==> config.mk <==
export PLATFORM = sky130hd
export DESIGN_NAME = tabchk_exp_fifo
export DESIGN_NICKNAME = d
export VERILOG_FILES = /design/src/rtl/tabchk_exp_fifo.sv
export SDC_FILE = /design/constraint.sdc
export NUM_CORES = 1
export LEC_CHECK = 0
export BUFFER_PORTS_ARGS = -buffer_cell sky130_fd_sc_hd__buf_4
export CAP_MARGIN = 20
export CORE_ASPECT_RATIO = 1.5
export CORE_MARGIN = 4
export CORE_UTILIZATION = 51
export DETAILED_ROUTE_END_ITERATION = 16
export GPL_ROUTABILITY_DRIVEN = 0
export PLACE_DENSITY = 0.72
export SLEW_MARGIN = 30
export SYNTH_ARGS = -nofsm -noshare
export SYNTH_HDL_FRONTEND = slang
export SYNTH_SLANG_ARGS = --single-unit
==> constraint.sdc <==
create_clock -name clock -period 3.3 [get_ports clock]
set_input_delay 0 -clock clock [delete_from_list [all_inputs] [get_ports clock]]
set_output_delay 0 -clock clock [all_outputs]
set_load 0.02 [all_outputs]
==> src/rtl/tabchk_exp_fifo.sv <==
// rtl/tabchk_exp_fifo.sv - expected-vector FIFO holding issued vectors until their responses return
// Purpose: synchronous FIFO, pointers carry one wrap bit, head is combinational (no read latency).
//          A push and a pop in the same cycle are allowed even when full.
// Ports:   clock, reset (sync, active low), clr_i (synchronous flush), push_i/wdata_i,
//          pop_i, head_o (oldest entry), full_o, empty_o, one_left_o (exactly one entry held).
module tabchk_exp_fifo #(
  parameter int DW    = 96,
  parameter int DEPTH = 4
) (
  input  logic          clock,
  input  logic          reset,
  input  logic          clr_i,
  input  logic          push_i,
  input  logic [DW-1:0] wdata_i,
  input  logic          pop_i,
  output logic [DW-1:0] head_o,
  output logic          full_o,
  output logic          empty_o,
  output logic          one_left_o
);
  localparam int AW = $clog2(DEPTH);

  logic [DW-1:0] mem_q [DEPTH];
  logic [AW:0]   wptr_q, rptr_q, level;

  // DEPTH is a power of two, so the level reaches DEPTH exactly when its top bit sets.
  assign level      = wptr_q - rptr_q;
  assign empty_o    = (level == '0);
  assign full_o     = level[AW];
  assign one_left_o = (level == (AW+1)'(1));
  assign head_o     = mem_q[rptr_q[AW-1:0]];

  always_ff @(posedge clock) begin
    if (!reset || clr_i) begin
      wptr_q <= '0;
      rptr_q <= '0;
    end else begin
      if (push_i) wptr_q <= wptr_q + (AW+1)'(1);
      if (pop_i)  rptr_q <= rptr_q + (AW+1)'(1);
    end
  end

  always_ff @(posedge clock) begin
    if (push_i) mem_q[wptr_q[AW-1:0]] <= wdata_i;
  end
endmodule

Word level (Yosys, flattened, before mapping). Memories as Yosys holds them, arrays and structs flattened. A register that Yosys moved wholly into a read port is not among the register bits. Index checks and enable logic that the tools add are counted. W data, S select, Z words.

Register bits after elaboration: 6. Bits in writable memories: 384. Input bits: 101. Output and inout bits: 99. Memories kept: 1.

Memories: mem_q (words 4, width 96, rd ports 1, clocked after Yosys merged registers in 1, write ports 1, RTL line 23) `logic [DW-1:0] mem_q [DEPTH];`.

$add $sub $neg: 3. Equality and inequality tests: 1. Mux-type cells: 4. Reduce and logical (&&, ||, !) cells: 3.

Operators with widths (number): $add A3 B1 Y3 const B (2); $mux W2 (2); $eq A3 B1 Y1 const B (1); $logic_not A3 Y1 (1); $sub A3 B3 Y3 (1); $mux W1 (2); $logic_not A1 Y1 (1); $logic_or A1 B1 Y1 (1).

Depth between registers and ports, before layout. Gate-level depths: netlist (run 1).

Depth in word-level cells: 3. Mapped depth: 5.

Worst setup path before layout (run 1). Ideal clock, no wire load.

Kind: register -> register. Start: register wptr_q[1]. End: memory mem_q[0][0], enable pin. Arrival time: 2.800 ns. Path slack: 0.034 ns. Cell stages (with the launch flop): 4. Buffers on the path: 0. Path through: dfxtp_1 inv_1 ha_1 and2_1.

RTL lines: start, declared (RTL line 24) `logic [AW:0] wptr_q, rptr_q, level;`; start signal, assigned (RTL line 38) `if (push_i) wptr_q <= wptr_q + (AW+1)'(1);`; end, declared (RTL line 23).

No word-level cell before the write port.

==> parameters.txt, run 1 <==
Parameter                              Value

Worst setup path
  Buffering stage count on the worst path with inverters included    2
  Stages on worst setup path    3
  CP Capture Type    output port
  Critical-path top delay cell    dfxtp_4
  R2R setup slack    around 1300 ps
  Reg2reg start    wptr_q[0]
  Endpoint of the worst setup timing path    head_o[22]
  Arr. time, crit path    about 2400 ps
  Depth of the worst register-to-register path    4
  Type of the worst setup path    flop to output port
  Worst reg2reg endpoint    mem_q[2][70]
  Critical path peak fanout    53
  Maximum cell stage delay along the critical path    slightly below 900 ps
  Critical path's top delay family    flip-flops
  Critical path startpoint category    flop
  Required time of the critical path    between 3000 and 4000 ps
  CP cell instances    buf_12 > mux4_2 > buf_4

Timing
  Number of endpoints failing setup at the final stage    0
  Setup repair after global routing missed its margin    no
  Final worst path period share    between 70% and 80%
  Transition at the pin with the smallest max-transition slack    850 ps
  Final worst path period need    between 2000 and 2500 ps
  Max Slew Vio Count    0
  Worst hold margin    between 200 and 250 ps
  Hold Fails Final Rpt    0
  Final-layout setup total negative slack    0 ps
  Worst Clk Skew    ~17 ps
  Worst slew margin relative to its limit    a little over two fifths
  Highest achievable clock rate    ~0.42 GHz

CTS
  Post-CTS clock slew at the launch and capture registers of the worst setup and hold paths    60 ps
  Clk Latency, worst-skew pair    around 510 ps
  Clock root buffer    clkbuf_16
  Number of buffers added by the clock tree synthesis step    35
  Post-CTS sizing    0
  TritonCTS sink count    just under 400
  CTS tree    yes
  Deepest clock path buffer count    3
  Number of levels the H-tree was split into    2

Detailed routing
  Wirelength, routed    slightly below 30000 um
  Antenna-violating nets left    0
  Initial DRT Pass Iterations    6
  Via density    5.47
  Number of vias in the routed layout    approximately 6800
  Number of design rule violations left after detail routing    0
  Post-DR wirelength/cell    approximately 23 um
  Violation count after the first detailed-routing iteration    roughly 470

Die
  Die boundary width    between 100 and 150 um
  Count of boundary I/O pins    200
  Number of core rows    74
  Die extent in y    around 210 um
  Die area    0.0308 mm^2
  Starting utilization of the core area    about 52%
  CORE AREA    about 0.027 mm^2

Logic synthesis
  Net count of the mapped netlist    653
  Number of warnings issued by yosys    0
  Distinct cells, synth    21
  Most instantiated flip-flop cell in the synthesis netlist    edfxtp_1
  Mean area per synthesized cell    between 20 and 30 um^2
  Seq/Total Area, Yosys    about four fifths
  Flip-flop and latch count after synthesis    392
  Syn Inst Count    545
  Cell area after technology mapping    0.0143 mm^2
  Number of enable flip-flop cells after synthesis    384
  Async set-or-reset flop fraction in the synthesized netlist    0%

GRT
  Global routing met2 resource utilization    35.3%
  Vias in the first global route    around 7700
  Met1 track utilization from global routing    ~22%
  Number of antenna violations at the first check in global routing    8
  Met3 track utilization from global routing    roughly 3.7%
  Total global routing track utilization    between 10% and 20%
  Most Crowded Layer GR    met2
  Total gr overflow    0
  Maximum number of pins on one net before global-route repair    between 50 and 60
  Global-route wire length before repair    around 44000 um

Power
  Static Leak    between 6 and 7 nW
  PD cells    around 570 mW/mm^2
  Overall Power    around 11 mW
  Max IR drop VDD    slightly above 0.6 mV

Placed design
  Port-buffer cells    slightly below 200
  Number of placed cells counting well taps    approximately 1100
  Detailed placer's ending HPWL    18200 um

Finish
  Proportion of layout cells with a drive suffix above 1    between 40% and 50%
  Post-Layout Cell Count    1245
  Final core area utilization    about 67%
  Commonest cells after routing, fill and taps aside    384 x edfxtp_1, 207 x buf_4, 102 x dlygate4sd3_1
  Fin nets    between 900 and 1000
  Layout overhead on the synthesized area    28.6%
  Commonest non-fill, non-tap cell in the layout    edfxtp_1

Run status
  Outcome    complete, no violations

Flow run
  # Max-Cap Violations    0

Worst hold path
  Path type of the worst min-delay path    input port to flop
[kinds of logic (layout without fill, tap and decap cells)]
group | Yosys count | after routing | synth area share (%)
compound gates | 4 | 4 | 0.210
other cells | 0 | 7 | 0
buf+inv | 27 | 378 | 1.29
simple gates | 14 | 14 | 0.525
flops | 392 | 392 | 81.8
fa+ha+maj | 7 | 7 | 0.665
xor+xnor | 3 | 3 | 0.289
mux | 98 | 98 | 15.3
[cells in the mapped netlist (4+ instances only)]
master    number  share of area, %
edfxtp_1     384                81
nor2_1         5              0.13
buf_2         11              0.38
ha_1           6              0.53
buf_8          4              0.42
inv_1          4              0.10
and2_1         4              0.17
mux4_2        96                15
clkbuf_1       6              0.16
dfxtp_1        8               1.1
[worst reg2reg max path, stage by stage (launching register included)]
cell and delay [ps]:
dfxtp_1 350, inv_1 140, ha_1 180, and2_4 590, buf_4 420
[registers in the layout, indices dropped and copies added (netlist names), named ones only]
register	flops
mem_q	384
rptr_q	3
wptr_q	3
[per-stage QoR]
stage / setup WS, ps / instance area [um^2]
4_1_cts: 827 / 18400
3_3_place_gp: 1320 / 16200
6_report: 898 / 18400
3_5_place_dp: 1250 / 16200
5_1_grt: 750 / 18400
2_1_floorplan: 34.5 / 14300
[what timing repair did]
| item | in CTS | in global routing |
|---|---|---|
| hold buffers | 102 | 0 |
| hold endpoints to repair | 392 | 0 |
| setup buffers | 0 | 0 |
[power by group]
| group | internal, mW | switching, mW | leakage [nW] | total (mW) |
|---|---|---|---|---|
| logic | 0.447 | 0.439 | 2.11 | 0.886 |
| registers | 5.60 | 0.0440 | 3.59 | 5.64 |
| clock network | 2.35 | 1.66 | 0.547 | 4.01 |
[metal layers]
layer	wire [um]	vias up	part of all wire (%)
li1	-	3003	-
met1	10200	3529	35
met2	16300	217	56
met3	1540	65	5.3
met4	966	2	3.3
met5	13	-	0.045
[final cells by class]
type / instances / area [um^2]
fill: 1722 / 9010
inverter: 4 / 15.0
antenna: 7 / 17.5
tap: 342 / 428
timing repair buffer: 314 / 2680
multi-input combinational: 126 / 2430
clock buffer: 41 / 898
clock inverter: 19 / 226
sequential: 392 / 11700
[worst min-delay path by stage]
stage                startpoint      endpoint  slack, ps  depth (start not counted)
finish              wdata_i[42]  mem_q[3][42]        230                          2
CTS                 wdata_i[45]  mem_q[3][45]        210                          2
floorplan            wdata_i[0]   mem_q[0][0]        100                          0
detailed placement  wdata_i[41]  mem_q[3][41]        200                          1
global placement    wdata_i[41]  mem_q[0][41]        200                          1
global route        wdata_i[42]  mem_q[3][42]        230                          2
(Power assumes the default switching activity.)
==> inputs of run 2 (changes only) <==
==> constraint.sdc (replaced) <==
create_clock -name clock -period 2 [get_ports clock]
set_input_delay 0 -clock clock [delete_from_list [all_inputs] [get_ports clock]]
set_output_delay 0 -clock clock [all_outputs]
set_load 0.02 [all_outputs]
==> run 2 against run 1 <==
  * The flow now finishes with violations (setup timing)
  * Cell count grew 1.5%
  * Setup slack got worse by 940 ps
  * Clock skew is 5.7 ps lower
  * Sequential share of layout area is 1.8 points lower
  * Clock power up 60%
  * Global-route usage up 0.086 points
  * Sequential power grew 65%
  * Non-clock buffer count increased by 20
  * Flip-flop and latch count unchanged
  * Combinational power rose by 82%
  * Die area unchanged
  * Via count grew 2.1%
  * Largest cell class unchanged
==> parameters.txt, run 2 (same netlist as run 1, synthesis figures left out) <==
Parameter                              Value

Run status
  Outcome    finished with violations (was complete, no violations)
  Violations in the final reports    setup timing

Detailed routing
  Length of routed met3 wiring    1480 um (was 1540 um)
  Antenna-violating nets left    0 (unchanged)
  Highest Signal Layer    met5 (unchanged)
  Met2 routed wirelength    16200 um (was 16300 um)
  Post-DR wirelength/cell    23.7 um (was 23.4 um)
  Initial DRT Pass Iterations    4 (was 6)
  Number of vias in the routed layout    6958 (was 6816)
  Via density    5.50 (was 5.47)
  Violation count after the first detailed-routing iteration    449 (was 469)
  Met1 layer wirelength in the final routing    11300 um (was 10200 um)
  Number of design rule violations left after detail routing    0 (unchanged)
  Wirelength, routed    29900 um (was 29100 um)

GRT
  Total gr overflow    0 (unchanged)
  Number of antenna violations at the first check in global routing    3 (was 8)
  Maximum number of pins on one net before global-route repair    33 (was 54)
  Global-route wire length before repair    44400 um (about the same)
  Total global routing track utilization    19.4% (was 19.3%)
  Vias in the first global route    7725 (was 7673)

CTS
  CTS tree    yes (unchanged)
  Number of levels the H-tree was split into    2 (unchanged)
  Deepest clock path buffer count    3 (unchanged)
  Clk Latency, worst-skew pair    520 ps (was 510 ps)
  Clock root buffer    clkbuf_16 (unchanged)
  Post-CTS clock slew at the launch and capture registers of the worst setup and hold paths    60 ps (about the same)
  Number of buffers added by the clock tree synthesis step    36 (was 35)
  TritonCTS sink count    392 (unchanged)

Worst setup path
  R2R setup slack    320 ps (was 1280 ps)
  Type of the worst setup path    flop to output port (unchanged)
  CP Capture Type    output port (unchanged)
  Arr. time, crit path    2050 ps (was 2400 ps)
  Required time of the critical path    2000 ps (was 3300 ps)
  Critical path peak fanout    7 (was 53)
  Critical path startpoint category    flop (unchanged)
  Reg2reg start    wptr_q[0] (unchanged)
  Depth of the worst register-to-register path    4 (unchanged)

Power
  Switching component of the power    3.60 mW (was 2.14 mW)
  Sw Ratio    20.8% (was 20.3%)
  Internal power    13.7 mW (was 8.39 mW)
  Power share of the clock group    37.1% (was 38.0%)
  Max IR drop VDD    0.719 mV (was 0.609 mV)
  Sequential cell fraction of total power    53.6% (about the same)
  Static Leak    6.46 nW (was 6.25 nW)
  PD cells    916 mW/mm^2 (was 573 mW/mm^2)
  Overall Power    17.3 mW (was 10.5 mW)
  Proportion of power drawn by combinational gates    9.3% (was 8.4%)

Die
  Count of boundary I/O pins    200 (unchanged)
  Die boundary width    145 um (unchanged)
  Die area    0.0308 mm^2 (unchanged)
  CORE AREA    0.0274 mm^2 (unchanged)
  Die extent in y    213 um (unchanged)
  Starting utilization of the core area    52.2% (unchanged)
  Number of core rows    74 (unchanged)

Finish
  Storage cell area    0.0117 mm^2 (about the same)
  Commonest non-fill, non-tap cell in the layout    edfxtp_1 (unchanged)
  Commonest cells after routing, fill and taps aside    384 x edfxtp_1, 166 x buf_4, 101 x dlygate4sd3_1 (was 384 x edfxtp_1, 207 x buf_4, 102 x dlygate4sd3_1)
  Count of fill cells added during filler insertion    1643 (was 1722)
  Proportion of layout cells with a drive suffix above 1    43.0% (was 40.6%)
  Flip-flop count of the largest register, all copies and words added    384 (unchanged)
  Fin nets    1002 (was 981)
  Area of the multi-input gates    0.00246 mm^2 (was 0.00243 mm^2)
  Layout overhead on the synthesized area    32.4% (was 28.6%)

Worst hold path
  Number of cells on the worst hold path    2 (unchanged)
  Path type of the worst min-delay path    input port to flop (unchanged)
  Startpoint of the lowest-slack hold path    wdata_i[14] (was wdata_i[42])

Placed design
  Detailed placer's ending HPWL    17500 um (was 18200 um)
  Port-buffer cells    199 (unchanged)
  Setup WS pre-CTS    340 ps (was 1250 ps)

Timing
  Final worst path period need    a little over 2000 ps
  Worst slew margin relative to its limit    76.5% (was 43.4%)
  Post-route worst setup slack    -45.2 ps (was 898 ps)
  Setup repair after global routing missed its margin    yes (was no)
  Worst Clk Skew    11.5 ps (was 17.2 ps)
  Max Slew Vio Count    0 (unchanged)
  Hold Fails Final Rpt    0 (unchanged)
  Transition at the pin with the smallest max-transition slack    353 ps (was 850 ps)
  Final worst path period share    102%
  Number of endpoints failing setup at the final stage    32 (was 0)
  Highest achievable clock rate    about 0.49 GHz

Flow run
  # Max-Cap Violations    0 (unchanged)
-- run 2: what timing repair did --
action / 4_1_cts / 5_1_grt
gates resized for setup: 43 / 17
buffers inserted: 4 / 4
setup endpoints to repair: 84 / 79
endpoints found under the hold margin: 392 / 0
pin swaps: 2 / 2
hold buffers: 101 / 0
gates cloned: 1 / 3
-- run 2: metal layers --
metal,vias to the layer above,track usage [%]
met3,56,3.76
met1,3638,23.7
li1,3039,-
met4,2,6.69
met5,-,0
met2,223,34.5
-- run 2: layout make-up --
type / count / area share, %
Inverter: 4 / 0.0925
Clock inverter: 16 / 0.681
Sequential cell: 392 / 61.8
Antenna cell: 3 / 0.0397
Timing Repair Buffer: 334 / 17.0
Clock buffer: 47 / 5.09
Multi-Input combinational cell: 126 / 13.0
Tap cell: 342 / 2.26
-- run 2: power groups by stage --
stage | sequential, mW | combinational (mW) | clock [mW]
6_report | 9.29 | 1.61 | 6.43
2_1_floorplan | 9.45 | 0.681 | 0
5_1_grt | 9.30 | 1.71 | 6.94
4_1_cts | 9.29 | 1.59 | 6.56
3_3_place_gp | 9.45 | 1.30 | 0
3_5_place_dp | 9.47 | 1.33 | 0
-- run 2: path summary, 6_finish.rpt --
| kind | to |
|---|---|
| min | mem_q[3][14] |
| max reg2reg | mem_q[3][8] |
| max | head_o[79] |
| min reg2reg | wptr_q[1] |
-- run 2: metrics by stage --
step / hold WS, ps / cells / cell area (um^2) / TNS, ps / util [%]
final: 228 / 1264 / 18900 / -513 / 69.1
after detailed placement: 204 / 1086 / 16400 / 0 / 60.0
after global placement: 198 / 1086 / 16400 / 0 / 60.0
after global routing: 216 / 1263 / 18900 / -3520 / 69.1
after floorplan: 98.9 / 545 / 14300 / 0 / -
after CTS: 204 / 1255 / 18800 / -1940 / 68.5
-- run 2: worst max-delay path, cell delays in order, from the launching register on --
cell       delay [ps]
dfxtp_4           450
buf_4             200
clkbuf_16         180
mux4_2            540
buf_6             160
==> inputs of run 3 (changes only) <==
--- a/config.mk
+++ b/config.mk
@@ -6,13 +6,14 @@
 export NUM_CORES = 1
 export LEC_CHECK = 0
 export BUFFER_PORTS_ARGS = -buffer_cell sky130_fd_sc_hd__buf_4
-export CAP_MARGIN = 20
+export CAP_MARGIN = 25
 export CORE_ASPECT_RATIO = 1.5
-export CORE_MARGIN = 4
+export CORE_MARGIN = 3
 export CORE_UTILIZATION = 51
 export DETAILED_ROUTE_END_ITERATION = 16
 export GPL_ROUTABILITY_DRIVEN = 0
 export PLACE_DENSITY = 0.72
+export REMOVE_ABC_BUFFERS = 1
 export SLEW_MARGIN = 30
 export SYNTH_ARGS = -nofsm -noshare
 export SYNTH_HDL_FRONTEND = slang
==> run 3 against run 2 <==
  * The flow now finishes without violations
  * Combinational power down 4%
  * Highest routed layer unchanged
  * Utilization down 0.47 points
  * Clock power up 7.5%
  * Critical endpoint is now empty_o
  * Non-clock buffer count down 8
  * Largest cell class unchanged
  * Count of clock-buffer cells in the layout down 1
==> parameters.txt, run 3 (same netlist as run 1, synthesis figures left out) <==
Parameter                              Value

Run status
  Outcome    complete, no violations (was finished with violations)

Worst setup path
  Critical path peak fanout    3 (was 7)
  Reg2reg start    wptr_q[0] (unchanged)
  CP cell instances    ha_2 > fa_2 > inv_2 > nor3_2 > buf_4 (was buf_4 > clkbuf_16 > mux4_2 > buf_6)
  Arr. time, crit path    1980 ps (was 2050 ps)
  Critical path startpoint category    flop (unchanged)
  Critical-path top delay cell    fa_2 (was mux4_2)
  Timing startpoint of the critical path    rptr_q[0]
  Maximum cell stage delay along the critical path    530 ps (was 540 ps)
  Type of the worst setup path    flop to output port (unchanged)
  Required time of the critical path    2000 ps (about the same)
  CP Capture Type    output port (unchanged)

Timing
  Post-route worst setup slack    20.5 ps (was -45.2 ps)
  Setup repair after global routing missed its margin    yes (unchanged)
  Worst slew margin relative to its limit    73.7% (was 76.5%)
  Max Slew Vio Count    0 (unchanged)
  Number of endpoints failing setup at the final stage    0 (was 32)
  Final-layout setup total negative slack    0 ps (was -513 ps)
  Worst hold margin    238 ps (was 228 ps)
  Worst Clk Skew    9.35 ps (was 11.5 ps)
  Transition at the pin with the smallest max-transition slack    394 ps (was 353 ps)
  Hold Fails Final Rpt    0 (unchanged)
  Final worst path period share    99.0% (was 102%)
  Highest achievable clock rate    0.505 GHz (was 0.489 GHz)
  Final worst path period need    1980 ps (was 2050 ps)

GRT
  Total global routing track utilization    18.9% (was 19.4%)
  Total gr overflow    0 (unchanged)
  Maximum number of pins on one net before global-route repair    59 (was 33)
  Vias in the first global route    7702 (was 7725)
  Global-route wire length before repair    43100 um (was 44400 um)
  Number of antenna violations at the first check in global routing    3 (unchanged)

Detailed routing
  Antenna-violating nets left    0 (unchanged)
  Number of design rule violations left after detail routing    0 (unchanged)
  Via density    5.48 (was 5.50)
  Number of vias in the routed layout    6883 (was 6958)
  Wirelength, routed    28200 um (was 29900 um)
  Initial DRT Pass Iterations    4 (unchanged)
  Violation count after the first detailed-routing iteration    398 (was 449)
  Post-DR wirelength/cell    22.5 um (was 23.7 um)

Worst hold path
  Startpoint of the lowest-slack hold path    wdata_i[85] (was wdata_i[14])
  Path type of the worst min-delay path    input port to flop (unchanged)

CTS
  Number of buffers added by the clock tree synthesis step    36 (unchanged)
  TritonCTS sink count    392 (unchanged)
  Deepest clock path buffer count    3 (unchanged)
  CTS tree    yes (unchanged)
  Clk Latency, worst-skew pair    500 ps (was 520 ps)
  Clock root buffer    clkbuf_16 (unchanged)
  Number of levels the H-tree was split into    2 (unchanged)
  Post-CTS clock slew at the launch and capture registers of the worst setup and hold paths    60 ps (about the same)

Power
  Static Leak    6.43 nW (was 6.46 nW)
  PD cells    944 mW/mm^2 (was 916 mW/mm^2)
  Max IR drop VDD    0.687 mV (was 0.719 mV)

Die
  CORE AREA    0.0274 mm^2 (unchanged)
  Starting utilization of the core area    52.2% (unchanged)
  Number of core rows    74 (unchanged)
  Die extent in y    211 um (was 213 um)
  Die area    0.0301 mm^2 (was 0.0308 mm^2)
  Die boundary width    143 um (was 145 um)
  Count of boundary I/O pins    200 (unchanged)

Placed design
  Area of placed instances    0.0164 mm^2 (about the same)
  Detailed placer's ending HPWL    16900 um (was 17500 um)
  Setup WS pre-CTS    353 ps (was 340 ps)
  Port-buffer cells    199 (unchanged)
  Number of placed cells counting well taps    1081 (was 1086)

Finish
  Proportion of layout cells with a drive suffix above 1    42.8% (was 43.0%)
  Layout overhead on the synthesized area    31.5% (was 32.4%)
  Count of fill cells added during filler insertion    1662 (was 1643)
  Post-Layout Cell Count    1255 (was 1264)
  Commonest cells after routing, fill and taps aside    384 x edfxtp_1, 203 x buf_4, 101 x dlygate4sd3_1 (was 384 x edfxtp_1, 166 x buf_4, 101 x dlygate4sd3_1)
  Flip-flop count of the largest register, all copies and words added    384 (unchanged)
  Final std cell area, no fill    0.0188 mm^2 (was 0.0189 mm^2)
  Fin nets    994 (was 1002)
  Commonest non-fill, non-tap cell in the layout    edfxtp_1 (unchanged)

Flow run
  # Max-Cap Violations    0 (unchanged)
## run 3: cell types whose count changed in the layout (fill, tap and decap cells not counted), moves of 2 or more
| cell | previous run | this run |
|---|---|---|
| buf_16 | 1 | 3 |
| buf_4 | 166 | 203 |
| buf_6 | 46 | 1 |
| bufinv_16 | 2 | 5 |
| clkbuf_1 | 10 | 5 |
| clkbuf_8 | 0 | 4 |
| clkinvlp_4 | 2 | 0 |
## run 3: final timing paths
kind / to / slack (ps) / cells after the start
setup / recovery: empty_o / 20 / 5
hold / removal: mem_q[0][85] / 240 / 2
setup reg to reg: mem_q[3][83] / 450 / 4
hold reg to reg: wptr_q[2] / 570 / 2
## run 3: metal layers
metal	vias to the layer above	part of all wire (%)	wire (um)	track usage [%]
met5	-	0.046	13	0
met4	2	2.9	819	6.46
met3	55	4.7	1330	3.44
met2	208	56	15800	34.8
met1	3594	36	10300	22.2
li1	3024	-	-	-
## run 3: worst max-delay path: cells and delay by family, from the launching register on
kind	cells	cell delay [ps]
fa+ha+maj	2	730
flops	1	360
buf+inv	2	220
simple gates	1	170
## run 3: cell type report
class                           count  area [um^2]  share of cell area, %
Timing Repair Buffer              326         3000                   16.0
Multi-Input combinational cell    126         2450                   13.0
Antenna cell                        2         5.00                 0.0266
Clock buffer                       46         1000                   5.32
Clock inverter                     17          204                   1.08
Tap cell                          342          428                   2.28
Inverter                            4         15.0                 0.0799
Sequential cell                   392        11700                   62.2
## run 3: power breakdown
part / switching, mW / internal, mW
clock: 2.74 / 4.17
sequential: 0.0496 / 9.24
combinational: 0.747 / 0.797
total: 3.54 / 14.2
## run 3: repair_timing
| item | in CTS | in global routing |
|---|---|---|
| setup buffers | 5 | 1 |
| pin swaps | 1 | 1 |
| gates resized for setup | 8 | 4 |
| cloned | 0 | 2 |
| hold buffers | 101 | 0 |
| endpoints found under the setup margin | 89 | 24 |
| hold endpoints to repair | 392 | 0 |
## run 3: through the flow
| stage | power, mW | util (%) |
|---|---|---|
| CTS | 17.9 | 68.3 |
| finish | 17.7 | 68.6 |
| global route | 18.3 | 68.6 |
| floorplan | 10.1 | - |
| detailed placement | 10.8 | 59.9 |
| global placement | 10.8 | 59.9 |
